<file path="src/rtl/attribute_update_scheduler.sv">
// Attribute table owner: round-robin read-modify-write of five saturating 14-bit
// attributes, plus a five-slot energy gauge advanced by a synchronized frame strobe.
module attribute_update_scheduler #(
    parameter int          NUM_REQ         = 3,
    parameter logic [13:0] VALUE_MAX       = 14'd9999,
    parameter logic [69:0] INIT_VALUES     = {14'd0, 14'd0, 14'd10, 14'd10, 14'd1000},
    parameter int          FRAMES_PER_STEP = 8
) (
    input  logic                  CLK,
    input  logic                  RESET_N,
    input  logic                  FRAME_CLK,
    input  logic [NUM_REQ-1:0]    REQ_VALID,
    input  logic [NUM_REQ*3-1:0]  REQ_ATTR,
    input  logic [NUM_REQ*2-1:0]  REQ_OP,
    input  logic [NUM_REQ*14-1:0] REQ_OPERAND,
    output logic [NUM_REQ-1:0]    REQ_ACK,
    output logic                  REQ_FLAG,
    input  logic                  ENERGY_USE,
    output logic                  ENERGY_USE_OK,
    output logic [69:0]           ValueArr,
    output logic [4:0]            EnergyDone,
    output logic [3:0]            EnergyProgress
);

    // state  | meaning
    // S_IDLE | waiting for a request; latches the round-robin winner
    // S_EXEC | computes and writes the target attribute
    // S_DONE | ACK/FLAG visible; advances the round-robin pointer
    typedef enum logic [1:0] {S_IDLE, S_EXEC, S_DONE} state_t;

    localparam int IDX_W = (NUM_REQ > 1) ? $clog2(NUM_REQ) : 1;
    localparam int DIV_W = $clog2(FRAMES_PER_STEP + 1);
    localparam logic [DIV_W-1:0] DIV_LAST = DIV_W'(FRAMES_PER_STEP - 1);
    localparam logic [14:0] MAX15 = {1'b0, VALUE_MAX};
    localparam logic [1:0] OP_ADD = 2'd0, OP_SUB = 2'd1, OP_SET = 2'd2;

    state_t             state_q, state_d;
    logic [IDX_W-1:0]   ptr_q, ptr_d, win_q, win_d, pick, idx;
    logic [2:0]         attr_q, attr_d;
    logic [1:0]         op_q, op_d;
    logic [13:0]        operand_q, operand_d;
    logic [4:0][13:0]   values_q, values_d;
    logic [NUM_REQ-1:0] ack_q, ack_d;
    logic               flag_q, flag_d, found, sat;
    logic [14:0]        cur, opd, res;
    logic [2:0]         attr_a [NUM_REQ];
    logic [1:0]         op_a   [NUM_REQ];
    logic [13:0]        opd_a  [NUM_REQ];

    logic [2:0]         frame_sync_q;
    logic [DIV_W-1:0]   div_q, div_d;
    logic [4:0]         done_q, done_d;
    logic [3:0]         prog_q, prog_d;
    logic               use_ok_q, use_ok_d, tick, step, full;

    always_comb begin
        for (int i = 0; i < NUM_REQ; i++) begin
            attr_a[i] = REQ_ATTR[i*3 +: 3];
            op_a[i]   = REQ_OP[i*2 +: 2];
            opd_a[i]  = REQ_OPERAND[i*14 +: 14];
        end
    end

    // First requester at or after the pointer, wrapping.
    always_comb begin
        found = 1'b0;
        pick  = ptr_q;
        idx   = ptr_q;
        for (int i = 0; i < NUM_REQ; i++) begin
            idx = IDX_W'((int'(ptr_q) + i) % NUM_REQ);
            if (!found && REQ_VALID[idx]) begin
                found = 1'b1;
                pick  = idx;
            end
        end
    end

    always_comb begin
        state_d   = state_q;
        ptr_d     = ptr_q;
        win_d     = win_q;
        attr_d    = attr_q;
        op_d      = op_q;
        operand_d = operand_q;
        values_d  = values_q;
        ack_d     = '0;
        flag_d    = 1'b0;
        sat       = 1'b0;
        cur       = '0;
        res       = '0;
        opd       = {1'b0, operand_q};
        case (state_q)
            S_IDLE: begin
                if (found) begin
                    win_d     = pick;
                    attr_d    = attr_a[pick];
                    op_d      = op_a[pick];
                    operand_d = opd_a[pick];
                    state_d   = S_EXEC;
                end
            end
            S_EXEC: begin
                if (attr_q <= 3'd4) begin
                    cur = {1'b0, values_q[attr_q]};
                    case (op_q)
                        OP_ADD: begin
                            res = cur + opd;
                            if (res > MAX15) begin
                                res = MAX15;
                                sat = 1'b1;
                            end
                        end
                        OP_SUB: begin
                            if (cur >= opd) begin
                                res = cur - opd;
                            end else begin
                                res = '0;
                                sat = 1'b1;
                            end
                        end
                        OP_SET: begin
                            if (opd > MAX15) begin
                                res = MAX15;
                                sat = 1'b1;
                            end else begin
                                res = opd;
                            end
                        end
                        default: res = cur;
                    endcase
                    values_d[attr_q] = res[13:0];
                end else begin
                    sat = 1'b1;
                end
                ack_d[win_q] = 1'b1;
                flag_d       = sat;
                state_d      = S_DONE;
            end
            S_DONE: begin
                ptr_d   = (win_q == IDX_W'(NUM_REQ - 1)) ? '0 : win_q + 1'b1;
                state_d = S_IDLE;
            end
            default: state_d = S_IDLE;
        endcase
    end

    assign tick = frame_sync_q[1] & ~frame_sync_q[2];
    assign full = &done_q;

    // A consume on a full gauge overrides any step landing in the same cycle.
    always_comb begin
        div_d    = div_q;
        done_d   = done_q;
        prog_d   = prog_q;
        use_ok_d = 1'b0;
        step     = 1'b0;
        if (tick) begin
            if (div_q == DIV_LAST) begin
                div_d = '0;
                step  = 1'b1;
            end else begin
                div_d = div_q + 1'b1;
            end
        end
        if (ENERGY_USE && full) begin
            done_d   = '0;
            prog_d   = '0;
            div_d    = '0;
            use_ok_d = 1'b1;
        end else if (step && !full) begin
            if (prog_q == 4'd15) begin
                done_d = done_q | (~done_q & (done_q + 5'd1));
                prog_d = '0;
            end else begin
                prog_d = prog_q + 4'd1;
            end
        end
    end

    always_ff @(posedge CLK or negedge RESET_N) begin
        if (!RESET_N) begin
            state_q      <= S_IDLE;
            ptr_q        <= '0;
            win_q        <= '0;
            attr_q       <= '0;
            op_q         <= '0;
            operand_q    <= '0;
            values_q     <= INIT_VALUES;
            ack_q        <= '0;
            flag_q       <= 1'b0;
            frame_sync_q <= '0;
            div_q        <= '0;
            done_q       <= '0;
            prog_q       <= '0;
            use_ok_q     <= 1'b0;
        end else begin
            state_q      <= state_d;
            ptr_q        <= ptr_d;
            win_q        <= win_d;
            attr_q       <= attr_d;
            op_q         <= op_d;
            operand_q    <= operand_d;
            values_q     <= values_d;
            ack_q        <= ack_d;
            flag_q       <= flag_d;
            frame_sync_q <= {frame_sync_q[1:0], FRAME_CLK};
            div_q        <= div_d;
            done_q       <= done_d;
            prog_q       <= prog_d;
            use_ok_q     <= use_ok_d;
        end
    end

    assign REQ_ACK        = ack_q;
    assign REQ_FLAG       = flag_q;
    assign ENERGY_USE_OK  = use_ok_q;
    assign ValueArr       = values_q;
    assign EnergyDone     = done_q;
    assign EnergyProgress = prog_q;

endmodule

</file>
<file path="config.mk">
export PLATFORM = sky130hd
export DESIGN_NAME = attribute_update_scheduler
export DESIGN_NICKNAME = d
export VERILOG_FILES = /design/src/rtl/attribute_update_scheduler.sv
export SDC_FILE = /design/constraint.sdc
export NUM_CORES = 1
export LEC_CHECK = 0
export CORE_UTILIZATION = 50
export DETAILED_ROUTE_END_ITERATION = 6
export PLACE_DENSITY = 0.77
export SETUP_SLACK_MARGIN = 0.5
export SLEW_MARGIN = 5
export SYNTH_ARGS = -nofsm -noshare
export SYNTH_HDL_FRONTEND = slang
export SYNTH_SLANG_ARGS = --single-unit
export TNS_END_PERCENT = 10
</file>
<file path="constraint.sdc">
create_clock -name CLK -period 5.4 [get_ports CLK]
set_input_delay 0.81 -clock CLK [delete_from_list [all_inputs] [get_ports CLK]]
set_output_delay 0.81 -clock CLK [all_outputs]
set_load 0.005 [all_outputs]
</file>
Word level (Yosys, flattened, before mapping)
Cells that the tools add are included.
- output and inout bits: 84
- bits in registers: 116
- divide/modulo/power cells: 3
- mux-type cells: 56
- $add $sub $neg: 8
- equal/unequal tests: 8
- reductions and logical operators: 18
- magnitude comparators: 12
- bitwise gates (word level): 6
- operator list (cell ; number):
    14-bit 2-to-1 mux ; 9
    70-bit bitwise mux ; 1
    32-bit by 3-bit modulo with 32-bit output, second input constant ; 2
    14-bit binary-select mux with 3-bit select ; 1
    14-bit demux with 3-bit select ; 1
    14-bit case mux with 3 select lines ; 1
    3-bit by 3-bit modulo with 32-bit output, second input constant ; 1
    14-bit binary-select mux with 2-bit select ; 1
    4-bit 2-to-1 mux ; 6
    14-bit by 14-bit adder with 15-bit output ; 1
    15-bit by 14-bit greater-than comparator with 1-bit output, second input constant ; 1
    1-bit 2-to-1 mux ; 15
    5-bit 2-to-1 mux ; 3
    14-bit >= comparator ; 1
    14-bit greater-than comparator, second input constant ; 1
    2-bit 2-to-1 mux ; 7
    14-bit subtractor ; 1
    2-bit by 3-bit < comparator with 1-bit output, second input constant ; 4
    3-bit 2-to-1 mux ; 3
    4-bit by 1-bit adder with 4-bit output, second input constant ; 2
    1-bit binary-select mux with 2-bit select ; 3
    3-bit binary-select mux with 2-bit select ; 1
    2-bit equality test, second input constant ; 3
    1-bit logical AND ; 6
    28 further kinds ; 36

Longest topological paths before layout
Gate-level depths: netlist of the first run.
- depth after elaboration: 14
- mapped depth: 17

Least setup slack after synthesis of the first run
Ideal clock, no wire load.
- path kind: flip-flop to flip-flop
- from: register attr_q[1]
- to: register values_q (netlist bit ValueArr[45])
- setup slack: 1081 ps
- arrival: 4194 ps
- library setup time: 125 ps
- period minus slack after synthesis: 4319 ps
- required time: 5275 ps
- cell stages (with the launch flop): 15
- path through: dfrtp_1 > buf_1 > buf_1 > mux2i_1 > o22ai_1 > ha_1 > nand2b_1 > a2111oi_1 > or3_1 > xnor2_1 > nand4_1 > o31ai_1 > a211oi_1 > o31a_1 > mux2_2
- cells in the longest elaborated chain, start to end: 9
- elaborated cells between the ends (all ways): 19
- classes of those cells: add/sub (2); order compare (5); mux (10); reduce/logical (2)
- RTL lines (item ; RTL line ; source):
    start: declaration ; 39 ; logic [2:0] attr_q, attr_d;
    start signal: assignment ; 200 ; attr_q <= attr_d;
    14-bit binary-select mux with 3-bit select ; 104 ; cur = {1'b0, values_q[attr_q]};
    14-bit 2-to-1 mux (not written as such) ; 104 ;
    14-bit by 14-bit adder with 15-bit output ; 107 ; res = cur + opd;
    15-bit by 14-bit greater-than comparator with 1-bit output ; 108 ; if (res > MAX15) begin
    14-bit 2-to-1 mux ; 108 ;
    14-bit case mux with 3 select lines ; 105 ; case (op_q)
    14-bit 2-to-1 mux ; 103 ; if (attr_q <= 3'd4) begin
    14-bit 2-to-1 mux ; 92 ; case (state_q)
    70-bit bitwise mux ; 131 ; values_d[attr_q] = res[13:0];
    end signal: assignment ; 203 ; values_q <= values_d;
    end: declaration ; 42 ; logic [4:0][13:0] values_q, values_d;
Several ways; a longest one is shown, not always the timed one. The select of a mux whose other input is x is not followed.
A chain may end at the register's enable or synchronous reset.

Final worst setup path of the first run
- from: register attr_q[1]
- to: register values_q (netlist bit ValueArr[33])
The elaborated chain is that of the path after synthesis.

==> flow_summary.toml, run 1 <==
[placement]
hpwl_um = 17600
routabilityCongestion = 1.00
dp_cells = 1156
port_buffers = 147
placed_cell_area_um2 = 9370

[critical_path]
startpoint_type = "flip-flop"
cp.required_ns = 5.77
cp-end-kind = "flip-flop"
critPathKind = "reg2reg"
worstPathMaxFanout = 14
crit_arrival_ns = 5.24

[synth]
synth_top_area_share_pct = 34.4
ys_seq_area_share_pct = 37.8
netlist_area_um2 = 7710
synth_cell_types = 69
synthFlopType = "dfrtp_1"
synth_edf_count = 0
ys_ff_latch = 116
synth_area_per_cell_um2 = 9.05
synth_fp_nets = 950
syn_inst = 852
yosysWarnings = 0
synth.area.top_cells = "dfrtp_1 34%, a21oi_1 5.4%, mux2i_1 5.3%"
netlist.top_cell.by_area = "dfrtp_1"
async_flop_share_pct = 100

[die]
core_area_um2 = 15100
io_pins = 148
fp.dieArea_um2 = 15900
die_h_um = 126
rows = 45
die_w_um = 126
start_util_pct = 50.9

[drt]
initialDrtViolationCount = 885
wl_per_cell_um = 20.0
ant_nets = 0
routed_wirelength_um = 23700
routed_via_density = 6.25
drc = 4
via_count = 7425
first_pass_iters = 7

[grt]
grt_pass1_vias = 6969
grt_overflow = 0
antenna_found_initial = 0
grt_pass1_wl_um = 37500
grt_start_max_net_pins = 64
grt_use_total_pct = 30.6

[final_layout]
nets = 1085
fin_cells = 1188
num_antenna_cells = 0
n_fill_cell = 1177
layout-drive-gt1-share_pct = 12.4
seq_area_um2 = 2920
final_area_um2 = 10000
area_growth_syn_to_layout_pct = 30.0
multi_input_area_um2 = 4490

[clock_tree]
ctsHtreeMaxLevel = 4
cts.clk_slew.worst_paths_ns = 0.06
cts_resized = 0
cts_tree = "done"
post_cts.repair.setup_buffers = 0
numCtsBuffers = 17
cts-root-buf = "clkbuf_16"
worstSkewPairLatency_ns = 0.43
cts_max_path_buffers = 2
hold_buffers = 0
clock-sinks = 116

[job]
drv_cap = 0

[hold_path]
min_path_type = "reg2reg"

[sta]
setup_viol = 0
worst_slew_pin_slew_ns = 1.11
max_freq_mhz = 205
hold_viol_final = 0
finClkSkew_ns = 0.0119
min_period_ns = 4.87
rsz0062_at_grt = "yes"
drv_slew = 0
fin_tns_setup_ns = 0
timing.final.crit_share_pct = 90.3
maxSlewHeadroom_pct = 25.4

[outcome]
violations = "design-rule violations"
status = "finished with violations"

[pwr]
pwr_density_cell_nw_per_um2 = 793
p_leak_nw = 4.30
max-vdd-ir-drop_mv = 0.414
-- flip-flops by register name, indices dropped and copies added (netlist names) --
signal / count
ENERGY_USE_OK: 1
EnergyDone: 5
EnergyProgress: 4
REQ_ACK: 3
REQ_FLAG: 1
ValueArr: 70
attr_q: 3
div_q: 4
frame_sync_q: 3
op_q: 2
operand_q: 14
ptr_q: 2
state_q: 2
win_q: 2
-- logic make-up after synthesis --
| family | after synthesis | synth area share (%) |
|---|---|---|
| fa+ha+maj | 34 | 5.71 |
| buf+inv | 89 | 4.36 |
| mux | 83 | 12.3 |
| flops | 116 | 37.8 |
| simple gates | 237 | 14.3 |
| compound gates | 273 | 23.2 |
| xor+xnor | 20 | 2.27 |
-- critical path, cell delays in order, from the launching register on --
cell and delay [ns]:
dfrtp_1 0.60, buf_4 0.32, nor2_1 0.07, buf_4 0.18, and3_1 0.18, a21oi_1 0.22
inv_1 0.08, ha_1 0.22, fa_1 0.44, nand2b_4 0.10, a21oi_1 0.08, o21a_1 0.20
nor3_1 0.30, nand4_1 0.23, o31ai_1 0.45, a21oi_1 0.25, o41ai_2 0.61, mux2_2 0.28
-- metrics by stage --
stage                     power (mW)  utilization (%)  hold slack [ns]  setup slack [ns]
after floorplan                 4.83                -            0.331              1.08
after global placement          6.54             61.9            0.333             0.626
after detailed placement        6.56             61.9            0.339             0.592
after CTS                       7.80             66.0            0.352             0.568
after global routing            8.43             66.2            0.364             0.267
final                           7.95             66.2            0.349             0.525
-- layout make-up --
cell class                      instances  area share (%)
Clock buffer                           17            4.25
Clock inverter                         15            1.95
Inverter                               40            1.50
Multi-Input combinational cell        647            44.8
Sequential cell                       116            29.1
Tap cell                              188            2.35
Timing Repair Buffer                  165            16.0
-- power by group --
| part | leakage (nW) | switching [mW] | internal (mW) |
|---|---|---|---|
| sequential | 1.42 | 0.464 | 1.27 |
| combinational | 2.58 | 2.85 | 2.16 |
| clock | 0.303 | 0.460 | 0.738 |
-- synth_stat cells, types with 3 or more instances --
cell type	number
dfrtp_1	106
nor2_1	87
a21oi_1	83
nand2_1	63
o21ai_0	43
clkbuf_1	42
mux2i_1	41
inv_1	39
mux2_2	36
ha_1	32
o22ai_1	21
a31oi_1	20
a2bb2oi_1	19
o31ai_1	19
nand3_1	15
nor3_1	11
nor4_1	11
xnor2_1	11
dfstp_2	10
nand2b_1	9
or3_1	9
xor2_1	9
a211oi_1	7
a21o_1	7
and3_1	6
mux4_2	6
nor2b_1	6
buf_1	5
o21a_1	5
o31a_1	5
nand4_1	4
o21bai_1	4
or2_2	4
a22oi_1	3
a311oi_1	3
nor3b_1	3
o21ba_2	3
o32a_1	3
-- worst paths after layout --
kind / from / end / slack (ns) / cells after the start
max in group asynchronous: RESET_N / operand_q[3] / 3.70 / 2
worst min register to register: frame_sync_q[0] / frame_sync_q[1] / 0.35 / 0
worst max register to register: attr_q[1] / ValueArr[33] / 0.53 / 17
min in group asynchronous: RESET_N / ValueArr[38] / 0.49 / 1
worst min-delay path: frame_sync_q[0] / frame_sync_q[1] / 0.35 / 0
worst max-delay path: attr_q[1] / ValueArr[33] / 0.53 / 17
-- cells in the final DEF, fill, tap and decap left out, types with 17 or more instances in the layout --
master and n:
a21oi_1 82, a2bb2oi_1 19, a31oi_1 20, buf_4 19, clkbuf_16 17, clkdlybuf4s50_1 146, dfrtp_1 105, ha_1 32
inv_1 39, mux2_2 36, mux2i_1 41, nand2_1 63, nor2_1 86, o21ai_0 43, o22ai_1 21, o31ai_1 18
-- routing by layer --
metal	vias up	part of all wire (%)	track usage, %	wire length, µm
met5	-	0	0	0
met3	60	8.4	7.35	2000
met1	3546	43	41.4	10100
met2	397	46	46.7	10900
li1	3422	-	-	-
met4	0	3.0	13.1	716
Note: power is estimated with default switching activity, not from simulation.
==> inputs of run 2 (changes only) <==
--- a/config.mk
+++ b/config.mk
@@ -5,6 +5,7 @@
 export SDC_FILE = /design/constraint.sdc
 export NUM_CORES = 1
 export LEC_CHECK = 0
+export CAP_MARGIN = 25
 export CORE_UTILIZATION = 50
 export DETAILED_ROUTE_END_ITERATION = 6
 export PLACE_DENSITY = 0.77
==> flow_summary.toml, run 2 (synthesized netlist as in run 1, its figures left out) <==
[sta]
rsz0062_at_grt = "no"
min_period_ns = 4.66
maxSlewHeadroom_pct = 25.2
setup_viol = 0
drv_slew = 0
worst_slew_pin_slew_ns = 1.11
max_freq_mhz = 215
timing.final.crit_share_pct = 86.3
hold_viol_final = 0
finClkSkew_ns = 0.0116
fin_tns_setup_ns = 0

[drt]
ant_nets = 0
drc = 0
via_count = 7422
first_pass_iters = 5
routed_wirelength_um = 23700
wl_per_cell_um = 20.0
routed_via_density = 6.24
initialDrtViolationCount = 604

[clock_tree]
cts.clk_slew.worst_paths_ns = 0.06
worstSkewPairLatency_ns = 0.42
cts_max_path_buffers = 2
clock-sinks = 116
cts_tree = "done"
post_cts.repair.setup_buffers = 0
numCtsBuffers = 17
ctsHtreeMaxLevel = 4
cts-root-buf = "clkbuf_16"

[grt]
grt_start_max_net_pins = 64
grt_overflow = 0
grt_pass1_vias = 6979
grt_use_total_pct = 30.5
antenna_found_initial = 0
grt_pass1_wl_um = 37600

[placement]
placed_cell_area_um2 = 9390
routabilityCongestion = 1.00
hpwl_um = 17800
port_buffers = 147

[die]
start_util_pct = 50.9
fp.dieArea_um2 = 15900
rows = 45
io_pins = 148
die_h_um = 126
core_area_um2 = 15100
die_w_um = 126

[final_layout]
final_cell_mix = "146 x clkdlybuf4s50_1, 104 x dfrtp_1, 86 x nor2_1, 82 x a21oi_1, 63 x nand2_1"
final_area_um2 = 10000
layout_commonest_cell = "clkdlybuf4s50_1"
num_antenna_cells = 0
largest_reg_flops = 70
utilization_pct = 66.4
nets = 1086
area_growth_syn_to_layout_pct = 30.3
layout-drive-gt1-share_pct = 12.7

[critical_path]
crit_arrival_ns = 4.93
cp.required_ns = 5.67
r2r_slack_ns = 0.74
critPathKind = "reg2reg"
cp-end-kind = "flip-flop"
worstRegToRegCells = 15
worstPathMaxFanout = 14
startpoint_type = "flip-flop"

[hold_path]
min_path_type = "reg2reg"
hold_depth = 0

[pwr]
p_leak_nw = 4.31
pwr_density_cell_nw_per_um2 = 793
max-vdd-ir-drop_mv = 0.324

[outcome]
status = "completed"

[job]
drv_cap = 0
-- run 2: cell count changes in the layout (fill, tap and decap cells not counted), sizes merged --
cell and change:
clkdlybuf4s15 +1
-- run 2: path summary, 6_finish.rpt --
check,startpoint,endpoint
worst max-delay path,attr_q[1],REQ_FLAG
worst min-delay path,frame_sync_q[0],frame_sync_q[1]
worst max register to register,attr_q[1],REQ_FLAG
worst min register to register,frame_sync_q[0],frame_sync_q[1]
max in group asynchronous,RESET_N,state_q[1]
min in group asynchronous,RESET_N,ValueArr[12]
-- run 2: repair_timing --
item | CTS | global route
gates resized for setup | 0 | 11
endpoints found under the setup margin | 0 | 66
hold buffers | 0 | 0
-- run 2: critical path: stages, from the launching register on --
cell and delay [ns]:
dfrtp_2 0.50, buf_4 0.29, mux2i_1 0.22, nor2_1 0.06
a21oi_1 0.14, o22ai_1 0.16, ha_1 0.54, nand2b_1 0.15
a21oi_1 0.12, or3_1 0.39, xnor2_1 0.29, nand4_1 0.24
o31ai_1 0.44, a21oi_1 0.26, a221oi_1 0.59, nor2_1 0.11
-- run 2: report_power, final --
part           total [mW]  internal, mW  switching [mW]
Combinational        5.04          2.17            2.87
Clock                1.19         0.739           0.450
Sequential           1.74          1.27           0.464
Total                7.97          4.19            3.78
-- run 2: cell type report --
cell class / count / area [µm²]
multi-input combinational: 647 / 4510
timing repair buffer: 166 / 1620
fill: 1215 / 5100
inverter: 40 / 150
tap: 188 / 235
sequential: 116 / 2920
clock inverter: 15 / 195
clock buffer: 17 / 425
-- run 2: metal layers --
layer | global-route usage (%) | wire, µm | vias to the layer above
met5 | 0 | 0 | -
met4 | 11.6 | 603 | 0
met3 | 6.67 | 2050 | 51
met2 | 46.7 | 10800 | 398
met1 | 42.3 | 10300 | 3537
li1 | - | - | 3436
-- run 2: through the flow --
stage | hold slack [ns] | cells | setup slack (ns) | power (mW)
2_1_floorplan | 0.331 | 852 | 1.08 | 4.83
3_3_place_gp | 0.333 | 1156 | 0.626 | 6.54
3_5_place_dp | 0.342 | 1157 | 0.537 | 6.57
6_report | 0.352 | 1189 | 0.739 | 7.97
4_1_cts | 0.355 | 1189 | 0.553 | 7.80
5_1_grt | 0.357 | 1189 | 0.496 | 8.47
